File: config.mk
export PLATFORM = sky130hd
export DESIGN_NAME = prach_hb1_interp_ch_flat
export DESIGN_NICKNAME = d
export VERILOG_FILES = /design/src/rtl/prach_hb1_interp_ch_if.sv /design/src/rtl/prach_hb1_interp_ch.sv /design/src/flat_wrapper.sv
export SDC_FILE = /design/constraint.sdc
export NUM_CORES = 2
export LEC_CHECK = 0
export CAP_MARGIN = 10
export CORE_MARGIN = 4
export CORE_UTILIZATION = 45
export CTS_BUF_LIST = sky130_fd_sc_hd__clkbuf_4 sky130_fd_sc_hd__clkbuf_8
export DETAILED_ROUTE_END_ITERATION = 6
export SLEW_MARGIN = 20
export SYNTH_ARGS = -nofsm -noshare
export SYNTH_HDL_FRONTEND = slang
export SYNTH_SLANG_ARGS = --single-unit
File: constraint.sdc
create_clock -name clk -period 53.4 [get_ports clk]
set_clock_uncertainty 0.2 [all_clocks]
set_input_delay 10.68 -clock clk [delete_from_list [all_inputs] [get_ports clk]]
set_output_delay 10.68 -clock clk [all_outputs]
set_load 0.02 [all_outputs]
File: src/rtl/prach_hb1_interp_ch_if.sv
// Streaming bus for the PRACH half-band interpolator.
// It carries the TDM sample input and the interpolated output pair.
interface prach_hb1_interp_ch_if;
  logic signed [15:0] din_dq;
  logic               din_dv;
  logic        [7:0]  din_chn;
  logic               sync_in;
  logic signed [15:0] dout_dp1;
  logic signed [15:0] dout_dp2;
  logic               dout_dv;
  logic        [7:0]  dout_chn;
  logic               sync_out;
  logic               chn_err;

  modport master (
    output din_dq, din_dv, din_chn, sync_in,
    input  dout_dp1, dout_dp2, dout_dv, dout_chn, sync_out, chn_err
  );

  modport slave (
    input  din_dq, din_dv, din_chn, sync_in,
    output dout_dp1, dout_dp2, dout_dv, dout_chn, sync_out, chn_err
  );
endinterface

File: src/rtl/prach_hb1_interp_ch.sv
// 2x half-band interpolator for TDM-interleaved PRACH channels.
// Even phase: 4-tap FIR with gain 2. Odd phase: delayed center-tap sample.
module prach_hb1_interp_ch #(
  parameter int NumChannel = 16,
  parameter int Latency    = 5
) (
  input  logic                 clk,
  input  logic                 rst,
  prach_hb1_interp_ch_if.slave strm
);
  localparam int CoreStages  = 5;
  localparam int ExtraStages = (Latency > CoreStages) ? Latency - CoreStages : 0;
  localparam int LineLen     = 3 * NumChannel + 1;
  localparam logic [7:0] LastChn = 8'(NumChannel - 1);
  localparam logic signed [17:0] C0 = -18'sd4134;
  localparam logic signed [17:0] C1 = 18'sd36901;
  localparam logic signed [35:0] RoundHalf = 36'sd32768;

  typedef struct packed {
    logic       dv;
    logic [7:0] chn;
    logic       sync;
    logic       err;
  } side_t;

  typedef struct packed {
    side_t       side;
    logic [15:0] dp1;
    logic [15:0] dp2;
  } out_t;

  logic signed [15:0] line_q [LineLen];
  logic        [7:0]  expChn_q, expChn_d, expChnNow;
  logic               chnMiss;
  side_t              side_d;
  side_t              side_q [CoreStages-1];
  logic signed [16:0] preOuter_q, preInner_q;
  logic signed [15:0] center2_q, center3_q, center4_q;
  logic signed [34:0] prodOuter_q, prodInner_q;
  logic signed [35:0] acc_q;
  logic signed [19:0] accShift;
  logic signed [15:0] dp1Sat;
  out_t               stage5_d, stage5_q, outSel;

  // Shared history line: entries NumChannel apart hold the same channel's x[n-k].
  always_ff @(posedge clk or posedge rst) begin
    if (rst) begin
      for (int i = 0; i < LineLen; i++) line_q[i] <= '0;
    end else if (strm.din_dv) begin
      line_q[0] <= strm.din_dq;
      for (int i = 1; i < LineLen; i++) line_q[i] <= line_q[i-1];
    end
  end

  always_comb begin
    expChnNow = strm.sync_in ? 8'd0 : expChn_q;
    chnMiss   = strm.din_chn != expChnNow;
    expChn_d  = expChn_q;
    if (strm.din_dv) expChn_d = (strm.din_chn >= LastChn) ? 8'd0 : strm.din_chn + 8'd1;
    side_d = '{dv: strm.din_dv, chn: strm.din_chn, sync: strm.sync_in,
               err: strm.din_dv & chnMiss};
  end

  always_ff @(posedge clk or posedge rst) begin
    if (rst) begin
      expChn_q <= '0;
      for (int i = 0; i < CoreStages - 1; i++) side_q[i] <= '0;
    end else begin
      expChn_q  <= expChn_d;
      side_q[0] <= side_d;
      for (int i = 1; i < CoreStages - 1; i++) side_q[i] <= side_q[i-1];
    end
  end

  // Rounding constant is folded into the accumulator so stage 5 is shift and clamp only.
  always_ff @(posedge clk or posedge rst) begin
    if (rst) begin
      preOuter_q  <= '0;
      preInner_q  <= '0;
      center2_q   <= '0;
      prodOuter_q <= '0;
      prodInner_q <= '0;
      center3_q   <= '0;
      acc_q       <= '0;
      center4_q   <= '0;
      stage5_q    <= '0;
    end else begin
      preOuter_q  <= 17'(line_q[0]) + 17'(line_q[3*NumChannel]);
      preInner_q  <= 17'(line_q[NumChannel]) + 17'(line_q[2*NumChannel]);
      center2_q   <= line_q[NumChannel];
      prodOuter_q <= 35'(C0) * 35'(preOuter_q);
      prodInner_q <= 35'(C1) * 35'(preInner_q);
      center3_q   <= center2_q;
      acc_q       <= 36'(prodOuter_q) + 36'(prodInner_q) + RoundHalf;
      center4_q   <= center3_q;
      stage5_q    <= stage5_d;
    end
  end

  assign accShift = 20'(acc_q >>> 16);

  always_comb begin
    if (accShift > 20'sd32767)       dp1Sat = 16'sh7FFF;
    else if (accShift < -20'sd32768) dp1Sat = 16'sh8000;
    else                             dp1Sat = accShift[15:0];
    stage5_d = '{side: side_q[CoreStages-2], dp1: dp1Sat, dp2: center4_q};
  end

  if (ExtraStages == 0) begin : gDirect
    assign outSel = stage5_q;
  end else begin : gDelay
    out_t dly_q [ExtraStages];
    always_ff @(posedge clk or posedge rst) begin
      if (rst) begin
        for (int i = 0; i < ExtraStages; i++) dly_q[i] <= '0;
      end else begin
        dly_q[0] <= stage5_q;
        for (int i = 1; i < ExtraStages; i++) dly_q[i] <= dly_q[i-1];
      end
    end
    assign outSel = dly_q[ExtraStages-1];
  end

  assign strm.dout_dp1 = outSel.dp1;
  assign strm.dout_dp2 = outSel.dp2;
  assign strm.dout_dv  = outSel.side.dv;
  assign strm.dout_chn = outSel.side.chn;
  assign strm.sync_out = outSel.side.sync;
  assign strm.chn_err  = outSel.side.err;
endmodule

File: src/flat_wrapper.sv
// flat-port wrapper written by rule: the top's interface ports become plain ports
module prach_hb1_interp_ch_flat 
#(
  parameter int NumChannel = 16,
  parameter int Latency    = 5
)
  (clk, rst, strm_din_dq, strm_din_dv, strm_din_chn, strm_sync_in, strm_dout_dp1, strm_dout_dp2, strm_dout_dv, strm_dout_chn, strm_sync_out, strm_chn_err);
  prach_hb1_interp_ch_if strm_i ();
  input  logic clk;
  input  logic rst;
  input wire logic [$bits(strm_i.din_dq)-1:0] strm_din_dq;
  input wire logic [$bits(strm_i.din_dv)-1:0] strm_din_dv;
  input wire logic [$bits(strm_i.din_chn)-1:0] strm_din_chn;
  input wire logic [$bits(strm_i.sync_in)-1:0] strm_sync_in;
  output wire logic [$bits(strm_i.dout_dp1)-1:0] strm_dout_dp1;
  output wire logic [$bits(strm_i.dout_dp2)-1:0] strm_dout_dp2;
  output wire logic [$bits(strm_i.dout_dv)-1:0] strm_dout_dv;
  output wire logic [$bits(strm_i.dout_chn)-1:0] strm_dout_chn;
  output wire logic [$bits(strm_i.sync_out)-1:0] strm_sync_out;
  output wire logic [$bits(strm_i.chn_err)-1:0] strm_chn_err;
  assign strm_i.din_dq = strm_din_dq;
  assign strm_i.din_dv = strm_din_dv;
  assign strm_i.din_chn = strm_din_chn;
  assign strm_i.sync_in = strm_sync_in;
  assign strm_dout_dp1 = strm_i.dout_dp1;
  assign strm_dout_dp2 = strm_i.dout_dp2;
  assign strm_dout_dv = strm_i.dout_dv;
  assign strm_dout_chn = strm_i.dout_chn;
  assign strm_sync_out = strm_i.sync_out;
  assign strm_chn_err = strm_i.chn_err;
  prach_hb1_interp_ch #(.NumChannel(NumChannel), .Latency(Latency)) u_core (.clk(clk), .rst(rst), .strm(strm_i));
endmodule
==> metrics.csv <==
stage,metric,value,unit
yosys,synth_mux_area_share,18.6,%
grt,grt_max_degree,174,
min_path,hold_depth,0,
yosys,syn-cell-area,47900,sq um
sta,slew_headroom,28.3,%
sta,hold_viol_final,0,
clocking,clk_pin_slew_worst_paths,0.06,ns
yosys,synth.ff_latch_count,1044,
place,port-buffer-count,70,
critical_path,r2r_end,u_core.prodOuter_q[28],
route,topRoutingLayerUsed,met5,
critical_path,cp.arrival,14.19,ns
grt,first_global_vias,26800,
layout,layout.nets,4035,
run_status,outcome,"finished, final reports clean",
yosys,netlist-cell-type-count,81,
floorplan,die_h,334,um
critical_path,crit_type,input port to asynchronous set/reset pin,
route,met1_length,37400,um
yosys,synthFlopType,dfrtp_1,
yosys,yosys.area_share.simple,3.08,%
critical_path,critPathRequiredTime,54.00,ns
yosys,synth-edff-count,0,
clocking,cts_buffers,173,
critical_path,cp_slowest_cell,buf_4,
yosys,synth_xor_area_share,1.95,%
clocking,cts_tree,done,
route,met3WireLength,2730,um
sta,setup_violations,0,
floorplan,core,105000,sq um
layout,drive_gt1_share,31.1,%
sta,setup_tns,0,ns
route,routed_wl,80100,um
yosys,synthAdderAreaFrac,15.0,%
critical_path,path_cells,clkdlybuf4s50_1 -> inv_8 -> buf_4 -> buf_4 -> buf_4,
sta,max_freq,0.0736,GHz
place,place_hpwl,54400,um
layout,fill_cells,9094,
critical_path,slowest_delay,0.82,ns
clocking,hold_buffers,0,
clocking,cts_buffer_depth,3,
place,routabilityCongestion,0.827,
yosys,synth_area_per_cell,14.3,sq um
layout,syn2layout_area_growth,12.5,%
min_path,holdCritStartpoint,u_core.center4_q[8],
sta,fin_crit_sh,25.4,%
clocking,cts-root-buf,clkbuf_8,
floorplan,io-pin-count,71,
min_path,hold_path_class,flip-flop to flip-flop,
floorplan,start_util,45.4,%
floorplan,die_w,334,um
clocking,post_cts_resized,0,
yosys,synthArstFlopShare,100,%
route,wl_met2,38400,um
yosys,syn_inst,3358,
clocking,post-cts-setup-buffers,0,
route,drtAntennaViolNets,0,
critical_path,r2r_cells,21,
route,first_iter_violations,1080,
route,wl_per_cell,15.9,um
layout,final_cell_mix,"dfrtp_1, mux2_2, ha_1",
clocking,htreeDepth,4,
critical_path,cp-start-kind,input port,
critical_path,rrSetupSlack,46.95,ns
yosys,yosys_warnings,0,
clocking,insertion_delay,0.81,ns
critical_path,crit_top_cell,buf_4,
run,drv_cap,0,
route,detailroute.via_count,25100,
grt,grt_pass1_wl,137000,um
yosys,synth_top_family_by_area,multiplexers,
critical_path,end_kind,asynchronous set/reset pin,
min_path,min_to,u_core.strm.dout_dp2[8],
yosys,synth_compound_area_share,3.81,%
sta,fin_crit,13.59,ns
grt,grtUsageTotal,14.9,%
route,drtPass1Iterations,5,
sta,rsz0062_at_grt,false,
sta,tightest_slew,1.07,ns
clocking,clock_sinks,1044,
route,post-route-drc-count,0,
layout,layout_commonest_cell,dfrtp_1,
yosys,yosysSeqAreaShare,54.6,%
yosys,syn_nets,3865,
grt,antenna_found_initial,3,
sta,maxSlewViolCount,0,
grt,overflow,0,
critical_path,rr_startpoint,u_core.preOuter_q[5],
critical_path,crit_fanout,103,
floorplan,placementRows,119,
floorplan,dieArea,112000,sq um
route,viasPerCell,4.98,
cells by family (layout without fill, tap and decap cells):
| family | count (synthesis) | in the layout |
|---|---|---|
| other | 0 | 1 |
| buffers and inverters | 387 | 676 |
| AND/OR/NAND/NOR | 288 | 288 |
| flip-flops | 1044 | 1044 |
| XOR/XNOR | 104 | 104 |
| AO/OA/AOI/OAI | 268 | 268 |
| multiplexers | 788 | 788 |
| adder cells (fa/ha/maj) | 479 | 479 |
final cells by class:
cell class	instances	area (sq um)	share of cell area (%)
tap	1391	1740	3.23
sequential	1044	26100	48.5
clock buffer	271	3340	6.19
inverter	290	1100	2.04
clock inverter	23	353	0.655
antenna	1	2.50	0.00465
timing repair buffer	92	908	1.69
multi-input combinational	1927	20300	37.7
synth_stat cells (13+ instances only):
cell type  count  area share, %
inv_1        290            2.3
ha_1         322            8.4
mux2_2       783             18
xnor2_1       73            1.3
nand2_1       63           0.49
a21o_1        30           0.47
clkbuf_1      93           0.73
nor3_1        24           0.25
nand3_1       31           0.32
o21ai_0       47           0.49
xor2_1        28           0.51
dfrtp_1     1044             55
fa_1         157            6.6
a21oi_1       70           0.73
nor2_1        75           0.59
o21a_1        22           0.35
and3_1        13           0.17
metal layers:
metal | up-vias | global-route usage [%]
met2 | 301 | 24.5
met4 | 2 | 4.45
li1 | 11900 | -
met5 | - | 0
met3 | 131 | 3.01
met1 | 12700 | 20.2
worst max path at each step:
stage	startpoint	end	depth (start not counted)
2_1_floorplan	rst	u_core.acc_q[16]	1
3_3_place_gp	rst	u_core.line_q[344]	5
3_5_place_dp	rst	u_core.line_q[344]	5
4_1_cts	rst	u_core.line_q[400]	5
5_1_grt	rst	u_core.line_q[470]	5
6_report	rst	u_core.line_q[454]	5
worst max-delay path, delay by kind of cell:
family,cells,cell delay [ns]
buf+inv,5,3.33
through the flow:
stage	hold slack [ns]	setup WS (ns)	util, %	cell area, sq um	instances
finish	0.139	39.81	51.1	53800	5039
CTS	0.142	39.52	51.1	53800	5037
detailed placement	0.135	38.63	47.6	50100	4743
global route	0.148	39.27	51.1	53800	5039
floorplan	0.131	13.14	-	47900	3358
global placement	0.132	38.60	47.6	50100	4743
registers in the layout (all words and copies together) (netlist names), 17 cells and up:
name / flops
u_core.preInner_q: 17
u_core.line_q: 784
u_core.prodOuter_q: 30
u_core.prodInner_q: 33
u_core.acc_q: 20
u_core.side_q: 44
u_core.preOuter_q: 17
Power is not shown: default switching activity piles up to over one toggle a cycle in this logic, so the estimate is an artifact.
